<file path="config.mk">
export PLATFORM = sky130hd
export DESIGN_NAME = soc_system_led_pattern_player
export DESIGN_NICKNAME = d
export VERILOG_FILES = /design/src/rtl/led_player_pkg.sv /design/src/rtl/led_player_frame_timer.sv /design/src/rtl/soc_system_led_pattern_player.sv
export SDC_FILE = /design/constraint.sdc
export NUM_CORES = 1
export LEC_CHECK = 0
export CAP_MARGIN = 20
export CORE_MARGIN = 5
export CORE_UTILIZATION = 51
export CTS_BUF_LIST = sky130_fd_sc_hd__clkbuf_16
export DETAILED_ROUTE_END_ITERATION = 10
export PLACE_DENSITY = 0.86
export SLEW_MARGIN = 20
export SYNTH_ARGS = -nofsm -noshare
export SYNTH_HDL_FRONTEND = slang
export SYNTH_HIERARCHICAL = 1
export SYNTH_SLANG_ARGS = --single-unit
</file>
<file path="constraint.sdc">
create_clock -name clk -period 6.2 [get_ports clk]
set_input_delay 1.24 -clock clk [delete_from_list [all_inputs] [get_ports clk]]
set_output_delay 1.24 -clock clk [all_outputs]
set_load 0.03 [all_outputs]
</file>
<file path="src/rtl/led_player_pkg.sv">
// Shared types and constants for the LED pattern player: FSM states,
// CSR register offsets and STATUS bit positions.
package led_player_pkg;

    typedef enum logic [1:0] {
        IDLE  = 2'd0,
        FETCH = 2'd1,
        WAIT  = 2'd2,
        PLAY  = 2'd3
    } state_e;

    localparam logic [1:0] CSR_CTRL  = 2'd0;
    localparam logic [1:0] CSR_START = 2'd1;
    localparam logic [1:0] CSR_END   = 2'd2;
    localparam logic [1:0] CSR_DWELL = 2'd3;

    localparam int STATUS_BUSY    = 0;
    localparam int STATUS_DONE    = 1;
    localparam int STATUS_LOOP    = 2;
    localparam int STATUS_CUR_LSB = 8;

    localparam int PKG_DATA_W = 128;
    localparam int PKG_LED_W  = 8;
    localparam int FRAMES     = PKG_DATA_W / PKG_LED_W;

    function automatic int frames_per_word(int data_w, int led_w);
        return data_w / led_w;
    endfunction

endpackage

</file>
<file path="src/rtl/led_player_frame_timer.sv">
// Dwell counter for one LED frame: raises expire_o on the last clock of the
// dwell period; a dwell of 0 behaves like 1 (one frame per clock).
module led_player_frame_timer #(
    parameter int DWELL_W = 32
) (
    input  logic               clk,
    input  logic               reset_n,
    input  logic               run_i,
    input  logic [DWELL_W-1:0] dwell_i,
    output logic               expire_o
);

    logic [DWELL_W-1:0] cnt_q;
    logic [DWELL_W-1:0] cnt_d;
    logic [DWELL_W-1:0] last_cnt;

    // >= rather than == so a DWELL shrunk mid-frame expires at once instead of wrapping
    assign last_cnt = (dwell_i == '0) ? '0 : dwell_i - DWELL_W'(1);
    assign expire_o = run_i && (cnt_q >= last_cnt);

    always_comb begin
        cnt_d = cnt_q + DWELL_W'(1);
        if (!run_i || expire_o) begin
            cnt_d = '0;
        end
    end

    always_ff @(posedge clk or negedge reset_n) begin
        if (!reset_n) begin
            cnt_q <= '0;
        end else begin
            cnt_q <= cnt_d;
        end
    end

endmodule

</file>
<file path="src/rtl/soc_system_led_pattern_player.sv">
// Plays 128-bit pattern RAM words as 16 LED frames each, fetching words
// START..END over a read-only Avalon-MM master and controlled by a 4-register CSR.
module soc_system_led_pattern_player
    import led_player_pkg::*;
#(
    parameter int ADDR_W        = 6,
    parameter int DATA_W        = 128,
    parameter int LED_W         = 8,
    parameter int DWELL_W       = 32,
    parameter int DEFAULT_DWELL = 50_000_000
) (
    input  logic                clk,
    input  logic                reset_n,
    input  logic [1:0]          csr_address,
    input  logic                csr_read,
    input  logic                csr_write,
    input  logic [31:0]         csr_writedata,
    output logic [31:0]         csr_readdata,
    output logic [ADDR_W-1:0]   mem_address,
    output logic                mem_chipselect,
    output logic                mem_write,
    output logic [DATA_W/8-1:0] mem_byteenable,
    output logic [DATA_W-1:0]   mem_writedata,
    output logic                mem_clken,
    input  logic [DATA_W-1:0]   mem_readdata,
    output logic [LED_W-1:0]    leds
);

    localparam int NFRAMES = frames_per_word(DATA_W, LED_W);
    localparam int FRAME_W = $clog2(NFRAMES);
    localparam logic [FRAME_W-1:0] FRAME_LAST = FRAME_W'(NFRAMES - 1);

    state_e              state_q;
    logic                run_q;
    logic                loop_q;
    logic                done_q;
    logic [ADDR_W-1:0]   start_q;
    logic [ADDR_W-1:0]   end_q;
    logic [DWELL_W-1:0]  dwell_q;
    logic [ADDR_W-1:0]   cur_addr_q;
    logic [DATA_W-1:0]   word_q;
    logic [FRAME_W-1:0]  frame_q;
    logic [LED_W-1:0]    leds_q;
    logic [ADDR_W-1:0]   mem_address_q;
    logic                mem_cs_q;
    logic [31:0]         csr_readdata_q;
    logic [31:0]         csr_readdata_d;

    logic                expire;
    logic                stop_req;
    logic                last_word;
    logic                play_done;
    logic [ADDR_W-1:0]   next_addr;
    logic [FRAME_W-1:0]  frame_nxt;

    led_player_frame_timer #(
        .DWELL_W (DWELL_W)
    ) u_frame_timer (
        .clk      (clk),
        .reset_n  (reset_n),
        .run_i    (state_q == PLAY),
        .dwell_i  (dwell_q),
        .expire_o (expire)
    );

    assign stop_req  = csr_write && (csr_address == CSR_CTRL) && !csr_writedata[0];
    assign last_word = (cur_addr_q == end_q);
    assign next_addr = last_word ? start_q : cur_addr_q + ADDR_W'(1);
    assign frame_nxt = frame_q + FRAME_W'(1);
    assign play_done = (state_q == PLAY) && expire && (frame_q == FRAME_LAST)
                       && last_word && !loop_q;

    always_comb begin
        csr_readdata_d = '0;
        case (csr_address)
            CSR_CTRL: begin
                csr_readdata_d[STATUS_BUSY] = (state_q != IDLE);
                csr_readdata_d[STATUS_DONE] = done_q;
                csr_readdata_d[STATUS_LOOP] = loop_q;
                csr_readdata_d[STATUS_CUR_LSB +: ADDR_W] = cur_addr_q;
            end
            CSR_START: csr_readdata_d[ADDR_W-1:0]  = start_q;
            CSR_END:   csr_readdata_d[ADDR_W-1:0]  = end_q;
            default:   csr_readdata_d[DWELL_W-1:0] = dwell_q;
        endcase
    end

    // CSR writes come first so the FSM's own run/done updates override them on the same edge
    always_ff @(posedge clk or negedge reset_n) begin
        if (!reset_n) begin
            state_q        <= IDLE;
            run_q          <= 1'b0;
            loop_q         <= 1'b0;
            done_q         <= 1'b0;
            start_q        <= '0;
            end_q          <= '0;
            dwell_q        <= DWELL_W'(DEFAULT_DWELL);
            cur_addr_q     <= '0;
            word_q         <= '0;
            frame_q        <= '0;
            leds_q         <= '0;
            mem_address_q  <= '0;
            mem_cs_q       <= 1'b0;
            csr_readdata_q <= '0;
        end else begin
            if (csr_write) begin
                case (csr_address)
                    CSR_CTRL: begin
                        run_q  <= csr_writedata[0];
                        loop_q <= csr_writedata[1];
                        if (csr_writedata[0]) begin
                            done_q <= 1'b0;
                        end
                    end
                    CSR_START: start_q <= csr_writedata[ADDR_W-1:0];
                    CSR_END:   end_q   <= csr_writedata[ADDR_W-1:0];
                    default:   dwell_q <= csr_writedata[DWELL_W-1:0];
                endcase
            end
            if (csr_read) begin
                csr_readdata_q <= csr_readdata_d;
            end

            mem_cs_q <= 1'b0;
            if (state_q != IDLE && stop_req && !play_done) begin
                state_q <= IDLE;
            end else begin
                case (state_q)
                    IDLE: begin
                        if (run_q) begin
                            state_q       <= FETCH;
                            cur_addr_q    <= start_q;
                            mem_address_q <= start_q;
                            mem_cs_q      <= 1'b1;
                        end
                    end
                    FETCH: state_q <= WAIT;
                    WAIT: begin
                        word_q  <= mem_readdata;
                        leds_q  <= mem_readdata[LED_W-1:0];
                        frame_q <= '0;
                        state_q <= PLAY;
                    end
                    default: begin
                        if (expire) begin
                            if (frame_q != FRAME_LAST) begin
                                frame_q <= frame_nxt;
                                leds_q  <= word_q[frame_nxt*LED_W +: LED_W];
                            end else if (!last_word || loop_q) begin
                                cur_addr_q    <= next_addr;
                                mem_address_q <= next_addr;
                                mem_cs_q      <= 1'b1;
                                state_q       <= FETCH;
                            end else begin
                                run_q   <= 1'b0;
                                done_q  <= 1'b1;
                                state_q <= IDLE;
                            end
                        end
                    end
                endcase
            end
        end
    end

    assign csr_readdata   = csr_readdata_q;
    assign mem_address    = mem_address_q;
    assign mem_chipselect = mem_cs_q;
    assign mem_write      = 1'b0;
    assign mem_byteenable = '1;
    assign mem_writedata  = '0;
    assign mem_clken      = 1'b1;
    assign leds           = leds_q;

endmodule

</file>
==> reports/metrics.csv, run 1 <==
stage;metric;value;unit
outcome;run_status;complete, no violations;
sta;fin_setup_tns;0;ns
sta;hold_vio_cnt_final;0;
sta;fin_crit_sh;88.69;%
route;wire_per_inst;18.89;um
floorplan;chip_width;180.1;um
cells_and_area;final_util;60.94;%
critical_path;crit_required;6.61;ns
placement;placement.cell_area;0.01657;mm^2
floorplan;die_h;180.1;um
cells_and_area;nFillCells;2171;
floorplan;design.core.area;0.02863;mm^2
critical_path;worst_path_largest_cell_delay;0.70;ns
logic_synthesis;main_combinational_cell_family_by_area_after_synthesis;multiplexers;
critical_path;critPathArrivalTime;5.91;ns
route;detailroute.via_count;10360;
global_routing;grt_max_degree;142;
sta;slew_violations;0;
power_and_ir_drop;p_leak;7.435;nW
logic_synthesis;synth-edff-count;0;
route;vias_per_cell;5.491;
hold_path;worst_hold_path_type;flop to flop;
sta;fmax;0.1819;GHz
logic_synthesis;synthMuxAreaShare;19.36;%
critical_path;worstPathCellList;or4_1 -> nor3_4 -> nand4_4 -> or4_1 -> o31a_1 -> ha_1 -> nand4_1 -> or4b_2 -> a31oi_2 -> o21a_1 -> nand4_1 -> nor3b_1 -> and3_1 -> o21ai_4 -> buf_12 -> mux2_1;
route;route.final.wire_length;35620;um
critical_path;cp.buffers_inverters;1;
floorplan;total_die_area;0.03242;mm^2
logic_synthesis;syn-mean-instance-area;11.46;um^2
route;antenna_left;0;
route;detailedRoute.firstIterationViolations;767;
critical_path;setup.worst_path.start_class;flop;
logic_synthesis;postSynthRegisterBits;260;
global_routing;global_route_wire_length_before_repair;57690;um
global_routing;grt_antenna_before_repair;0;
clock_tree;ctsHoldBuffers;0;
power_and_ir_drop;totalPowerFinal;0.007097;W
logic_synthesis;synth_compound_area_share;6.439;%
logic_synthesis;sequential_to_total_area_share_from_yosys_stat;44.22;%
power_and_ir_drop;power_per_cell_area;406.9;mW/mm^2
sta;finalWorstSetupSlack;0.7014;ns
logic_synthesis;post_synth_fa_ha_maj_area_fraction;3.563;%
clock_tree;htree_num_levels;1;
clock_tree;tritoncts.num_buffers;27;
placement;numPortBuffers;212;
sta;worst-slew-pin-transition;0.9729;ns
floorplan;rows;62;
cells_and_area;final_layout_size_suffix_gt1_share;12.05;%
logic_synthesis;synth-simple-area-share;11.90;%
route;drc;0;
sta;finalClockSkew;0.03753;ns
clock_tree;clk_pin_slew;0.06;ns
clock_tree;clock_sink_count;260;
logic_synthesis;synth_cell_types;76;
cells_and_area;final_cell_area;0.01744;mm^2
clock_tree;cts_root_buffer;sky130_fd_sc_hd__clkbuf_16;
cells_and_area;antenna_cells;0;
critical_path;criticalPathCategory;flop to flop;
logic_synthesis;async_flop_share;100.0;%
clock_tree;post_cts.repair.setup_buffers;0;
logic_synthesis;synthesis.instances;1287;
floorplan;io_pins;359;
cells_and_area;syn_to_final_growth;18.27;%
placement;gpl.final_weighted_congestion;0.8701;
logic_synthesis;post_synth_xor_area_fraction;3.444;%
clock_tree;tritoncts_clock_tree;done;
critical_path;critical_path.max_fanout;81;
global_routing;global_route.usage.total;21.35;%
route;drtPass1Iterations;5;
placement;dpl.hpwl;26220;um
logic_synthesis;mappedNetlistArea;0.01475;mm^2
sta;rsz0062_at_grt;false;
sta;timing.final.setup_violations;0;
placement;placement.setup.worst_slack;0.7753;ns
cells_and_area;layout.cells.most_common;sky130_fd_sc_hd__dfrtp_1;
cells_and_area;highest_count_cells_in_the_layout_ignoring_fill_and_taps;sky130_fd_sc_hd__dfrtp_1, sky130_fd_sc_hd__clkdlybuf4s50_1, sky130_fd_sc_hd__conb_1;
sta;period_minus_slack;5.499;ns
flow_run;drv_cap;0;
logic_synthesis;dominantRegCellSynth;sky130_fd_sc_hd__dfrtp_1;
floorplan;start_util;51.52;%
cells_and_area;final_nets;1690;
power_and_ir_drop;worst_ir_drop_vdd;0.0003002;V
sta;max-slew-margin-rel;34.54;%
clock_tree;post_cts_resize_count;0;
global_routing;globalRoute.totalOverflow;0;
clock_tree;clock_latency_at_the_later_pin_of_the_worst_skew_pair;0.56;ns
critical_path;crit_path_end_kind;flop;
critical_path;critical_path.top_delay_family;simple AND/OR/NAND/NOR gates;
clock_tree;max_buffers_root_to_sink;3;
global_routing;first_global_vias;10690;
critical_path;crit_slowest_cell;sky130_fd_sc_hd__or4b_2;
logic_synthesis;yosys_warnings;6;
==> power by group <==
part           total, W  leakage [nW]  switching (W)  internal (W)
Sequential      0.00274          3.15       0.000445       0.00230
Combinational   0.00276          3.84        0.00138       0.00137
Clock           0.00160         0.445       0.000677      0.000919
==> cell type report <==
cell class | count | area (um^2) | share of cell area [%]
clock buffer | 27 | 675.6 | 3.873
multi-input combinational | 932 | 7163 | 41.07
sequential | 260 | 6523 | 37.39
clock inverter | 22 | 192.7 | 1.105
timing repair buffer | 228 | 2285 | 13.10
inverter | 33 | 123.9 | 0.7101
tap | 384 | 480.5 | 2.754
==> cell families (layout without fill, tap and decap cells) <==
| logic type | count (synthesis) | after routing |
|---|---|---|
| compound gates | 139 | 139 |
| fa+ha+maj | 42 | 42 |
| flops | 260 | 260 |
| mux | 219 | 219 |
| simple gates | 328 | 328 |
| other cells | 2 | 146 |
| buf+inv | 239 | 310 |
| xor+xnor | 58 | 58 |
==> metrics by stage <==
step,hold WS (ns),instances
after floorplan,0.4587,1431
after global placement,0.4680,1837
after global routing,0.4990,1886
after detailed placement,0.4761,1837
after CTS,0.4925,1886
final,0.4890,1886
==> routing by layer <==
layer / part of all wire, % / global-route usage (%)
met5: 0 / 0
met2: 51 / 37.95
met4: 2.4 / 5.596
met3: 8.8 / 5.511
met1: 38 / 25.99
==> path summary, 6_finish.rpt <==
check	startpoint	to	slack [ns]	depth (start not counted)
min reg2reg	word_q[80]$_DFFE_PN0P_	word_q[80]$_DFFE_PN0P_	0.49	1
min in group asynchronous	reset_n	word_q[95]$_DFFE_PN0P_	0.74	1
max	dwell_q[18]$_DFFE_PN0P_	word_q[27]$_DFFE_PN0P_	0.70	16
max reg2reg	dwell_q[18]$_DFFE_PN0P_	word_q[27]$_DFFE_PN0P_	0.70	16
min	word_q[80]$_DFFE_PN0P_	word_q[80]$_DFFE_PN0P_	0.49	1
max in group asynchronous	reset_n	u_frame_timer/cnt_q[7]$_DFF_PN0_	4.13	2
==> cell usage after synthesis, drive strengths merged (30+ instances only) <==
cell type,number,area [um^2]
nor3,45,241.5
inv,33,123.9
mux4,35,788.3
nand2,87,326.6
xnor2,32,280.3
buf,176,1388
dfrtp,248,6206
ha,42,525.5
nor2,39,146.4
clkbuf,30,113.9
mux2,180,2027
o21ai,39,206.5
==> flip-flops by register name, indices dropped and copies added (netlist names) <==
signal and cells:
word_q 128, csr_readdata 32, dwell_q 32, u_frame_timer/cnt_q 32
leds 8, end_q 6, mem_address 6, start_q 6
frame_q 4, state_q 2, done_q 1, loop_q 1
mem_chipselect 1, run_q 1
No activity file was read; power rests on OpenSTA's default activity.
==> run 2: changes to the inputs <==
--- a/config.mk
+++ b/config.mk
@@ -9,6 +9,7 @@
 export CORE_MARGIN = 5
 export CORE_UTILIZATION = 51
 export CTS_BUF_LIST = sky130_fd_sc_hd__clkbuf_16
+export CTS_CLUSTER_SIZE = 16
 export DETAILED_ROUTE_END_ITERATION = 10
 export PLACE_DENSITY = 0.86
 export SLEW_MARGIN = 20
==> results of run 2 <==
Final layout, timing and power as in run 1 (identical DEF).
==> run 3: changes to the inputs <==
--- a/config.mk
+++ b/config.mk
@@ -5,7 +5,7 @@
 export SDC_FILE = /design/constraint.sdc
 export NUM_CORES = 1
 export LEC_CHECK = 0
-export CAP_MARGIN = 20
+export CAP_MARGIN = 30
 export CORE_MARGIN = 5
 export CORE_UTILIZATION = 51
 export CTS_BUF_LIST = sky130_fd_sc_hd__clkbuf_16
==> reports/metrics.csv, run 3 (synthesis gave the netlist of run 1 again) <==
stage;metric;value;unit;change
clock_tree;post_cts.repair.setup_buffers;0;;unchanged
sta;fmax;0.1783;GHz;was 0.1819 GHz
floorplan;design.core.area;0.02863;mm^2;unchanged
hold_path;worst_hold_path_type;flop to flop;;unchanged
power_and_ir_drop;p_leak;7.443;nW;was 7.435 nW
global_routing;first_global_vias;10660;;was 10690
placement;gpl.final_weighted_congestion;0.8701;;unchanged
power_and_ir_drop;combPwrFrac;38.9;%;about the same
power_and_ir_drop;worst_ir_drop_vdd;0.0002951;V;was 0.0003002 V
floorplan;io_pins;359;;unchanged
critical_path;cp.buffers_inverters;1;;unchanged
clock_tree;htree_num_levels;1;;unchanged
global_routing;grt_max_degree;142;;unchanged
floorplan;rows;62;;unchanged
route;detailroute.via_count;10410;;was 10360
global_routing;global_route.usage.total;21.12;%;was 21.35%
placement;place_inst;1838;;was 1837
sta;timing.final.setup_violations;0;;unchanged
power_and_ir_drop;clock_power_share;22.6;%;was 22.5%
route;drc;0;;unchanged
placement;placement.setup.worst_slack;0.7582;ns;was 0.7753 ns
global_routing;globalRoute.totalOverflow;0;;unchanged
cells_and_area;final_cell_area;0.01746;mm^2;was 0.01744 mm^2
cells_and_area;syn_to_final_growth;18.36;%;was 18.27%
power_and_ir_drop;totalPowerFinal;0.007090;W;was 0.007097 W
critical_path;crit_slowest_cell;sky130_fd_sc_hd__or4b_2;;unchanged
critical_path;worst_r2r_startpoint;dwell_q[8]$_DFFE_PN0P_;;was dwell_q[18]$_DFFE_PN0P_
critical_path;crit_required;6.61;ns;about the same
sta;slew_violations;0;;unchanged
sta;worst-slew-pin-transition;0.9134;ns;was 0.9729 ns
sta;max-slew-margin-rel;39.11;%;was 34.54%
cells_and_area;layout.cells.most_common;sky130_fd_sc_hd__dfrtp_1;;unchanged
sta;period_minus_slack;5.610;ns;was 5.499 ns
floorplan;total_die_area;0.03242;mm^2;unchanged
placement;dpl.hpwl;26250;um;was 26220 um
clock_tree;clock_latency_at_the_later_pin_of_the_worst_skew_pair;0.56;ns;about the same
cells_and_area;final_nets;1693;;was 1690
route;vias_per_cell;5.509;;was 5.491
flow_run;drv_cap;0;;unchanged
critical_path;crit_top_cell;sky130_fd_sc_hd__nand4_1;;
clock_tree;max_buffers_root_to_sink;3;;unchanged
cells_and_area;register_containing_the_most_flip_flops_in_the_final_layout;word_q;;unchanged
global_routing;global_route_wire_length_before_repair;57310;um;was 57690 um
hold_path;holdPathStages;1;;unchanged
clock_tree;post_cts_resize_count;0;;unchanged
clock_tree;ctsHoldBuffers;0;;unchanged
hold_path;holdCritStartpoint;word_q[49]$_DFFE_PN0P_;;was word_q[80]$_DFFE_PN0P_
sta;hold_vio_cnt_final;0;;unchanged
power_and_ir_drop;power.net_switching;0.002512;W;was 0.002505 W
global_routing;grt_antenna_before_repair;0;;unchanged
critical_path;criticalPathCategory;flop to flop;;unchanged
power_and_ir_drop;power_frac_seq;38.5;%;was 38.7%
route;detailedRoute.firstIterationViolations;626;;was 767
critical_path;critPathArrivalTime;6.02;ns;was 5.91 ns
route;drtPass1Iterations;5;;unchanged
cells_and_area;antenna_cells;0;;unchanged
power_and_ir_drop;switching_share;35.43;%;was 35.30%
cells_and_area;largest_reg_flops;128;;unchanged
floorplan;chip_width;180.1;um;unchanged
clock_tree;tritoncts_clock_tree;done;;unchanged
clock_tree;cts_root_buffer;sky130_fd_sc_hd__clkbuf_16;;unchanged
critical_path;critical_path.max_fanout;81;;unchanged
floorplan;die_h;180.1;um;unchanged
cells_and_area;finish.cell_count_without_fillers;1890;;was 1886
route;route.final.wire_length;35520;um;was 35620 um
sta;finalWorstSetupSlack;0.5901;ns;was 0.7014 ns
floorplan;start_util;51.52;%;unchanged
sta;finalClockSkew;0.03851;ns;was 0.03753 ns
clock_tree;clk_pin_slew;0.06;ns;about the same
power_and_ir_drop;power_per_cell_area;406.2;mW/mm^2;was 406.9 mW/mm^2
critical_path;worstReg2RegEnd;word_q[27]$_DFFE_PN0P_;;unchanged
critical_path;worst_path_largest_cell_delay;0.73;ns;was 0.70 ns
cells_and_area;final_layout_size_suffix_gt1_share;12.22;%;was 12.05%
sta;rsz0062_at_grt;false;;unchanged
critical_path;worstPathCellList;or4_4 -> nor3_4 -> nand4_4 -> or4_1 -> o31a_1 -> ha_1 -> nand4_1 -> or4b_2 -> a31oi_2 -> o21a_1 -> nand4_1 -> nor3b_1 -> and3_1 -> o21ai_4 -> buf_12 -> mux2_1;;was or4_1 -> nor3_4 -> nand4_4 -> or4_1 -> o31a_1 -> ha_1 -> nand4_1 -> or4b_2 -> a31oi_2 -> o21a_1 -> nand4_1 -> nor3b_1 -> and3_1 -> o21ai_4 -> buf_12 -> mux2_1
cells_and_area;highest_count_cells_in_the_layout_ignoring_fill_and_taps;sky130_fd_sc_hd__dfrtp_1, sky130_fd_sc_hd__clkdlybuf4s50_1, sky130_fd_sc_hd__conb_1;;unchanged
outcome;run_status;complete, no violations;;unchanged
placement;numPortBuffers;212;;unchanged
power_and_ir_drop;internal_power;0.004578;W;was 0.004591 W
critical_path;setup.worst_path.start_class;flop;;unchanged
critical_path;critical_path.top_delay_family;simple AND/OR/NAND/NOR gates;;unchanged
critical_path;reg2reg_slack;0.59;ns;was 0.70 ns
route;wire_per_inst;18.79;um;was 18.89 um
hold_path;holdPathEnd;word_q[49]$_DFFE_PN0P_;;was word_q[80]$_DFFE_PN0P_
sta;fin_crit_sh;90.48;%;was 88.69%
clock_tree;clock_sink_count;260;;unchanged
critical_path;crit_path_end_kind;flop;;unchanged
sta;fin_setup_tns;0;ns;unchanged
route;antenna_left;0;;unchanged
clock_tree;tritoncts.num_buffers;28;;was 27
critical_path;cp-startpoint;dwell_q[8]$_DFFE_PN0P_;;was dwell_q[18]$_DFFE_PN0P_
critical_path;rr_worst_depth;16;;unchanged
placement;placement.cell_area;0.01657;mm^2;about the same
==> run 3: cell types whose count changed in the layout (fill, tap and decap cells not counted), sizes merged <==
cell | previous run | this run
bufinv | 3 | 2
buf | 17 | 18
clkbuf | 27 | 29
clkinvlp | 1 | 2
inv | 39 | 40
==> run 3: area by class of cell <==
type                            count  area (um^2)
Fill cell                        2156        11170
Multi-Input combinational cell    932         7156
Sequential cell                   260         6523
Timing Repair Buffer              230         2297
Clock buffer                       28        700.7
Tap cell                          384        480.5
Clock inverter                     23        175.2
Inverter                           33        123.9
==> run 3: layer usage <==
| metal | part of all wire (%) | track usage (%) | vias up |
|---|---|---|---|
| li1 | - | - | 4712 |
| met1 | 39 | 25.89 | 5181 |
| met2 | 50 | 36.79 | 454 |
| met3 | 8.9 | 5.854 | 65 |
| met4 | 2.7 | 5.989 | 0 |
| met5 | 0 | 0 | - |
==> run 3: how the worst max path moves through the flow <==
stage / endpoint / cells past startpoint / slack, ns
finish: word_q[27]$_DFFE_PN0P_ / 16 / 0.59
global route: word_q[26]$_DFFE_PN0P_ / 16 / 0.36
CTS: word_q[62]$_DFFE_PN0P_ / 16 / 0.67
detailed placement: frame_q[1]$_DFFE_PN0P_ / 16 / 0.76
global placement: word_q[11]$_DFFE_PN0P_ / 16 / 0.95
floorplan: frame_q[1]$_DFFE_PN0P_ / 17 / 1.02
==> run 3: worst reg2reg max path: cells and delay by family (launching register included) <==
kind / cells / cell delay, ns
fa+ha+maj: 1 / 0.29
flops: 1 / 0.40
mux: 1 / 0.46
simple gates: 9 / 3.17
buf+inv: 1 / 0.26
compound gates: 4 / 0.86
==> run 3: power groups by stage <==
stage / combinational (W) / sequential [W] / clock, W
finish: 0.00276 / 0.00273 / 0.00160
CTS: 0.00278 / 0.00273 / 0.00164
global placement: 0.00267 / 0.00270 / 0
detailed placement: 0.00276 / 0.00275 / 0
floorplan: 0.00211 / 0.00271 / 0
global route: 0.00300 / 0.00280 / 0.00170
==> run 3: per-stage QoR <==
stage	util [%]	hold WS, ns
floorplan	-	0.4587
global placement	57.88	0.4680
detailed placement	57.90	0.4756
CTS	60.96	0.4872
global route	60.98	0.4974
finish	60.98	0.4810
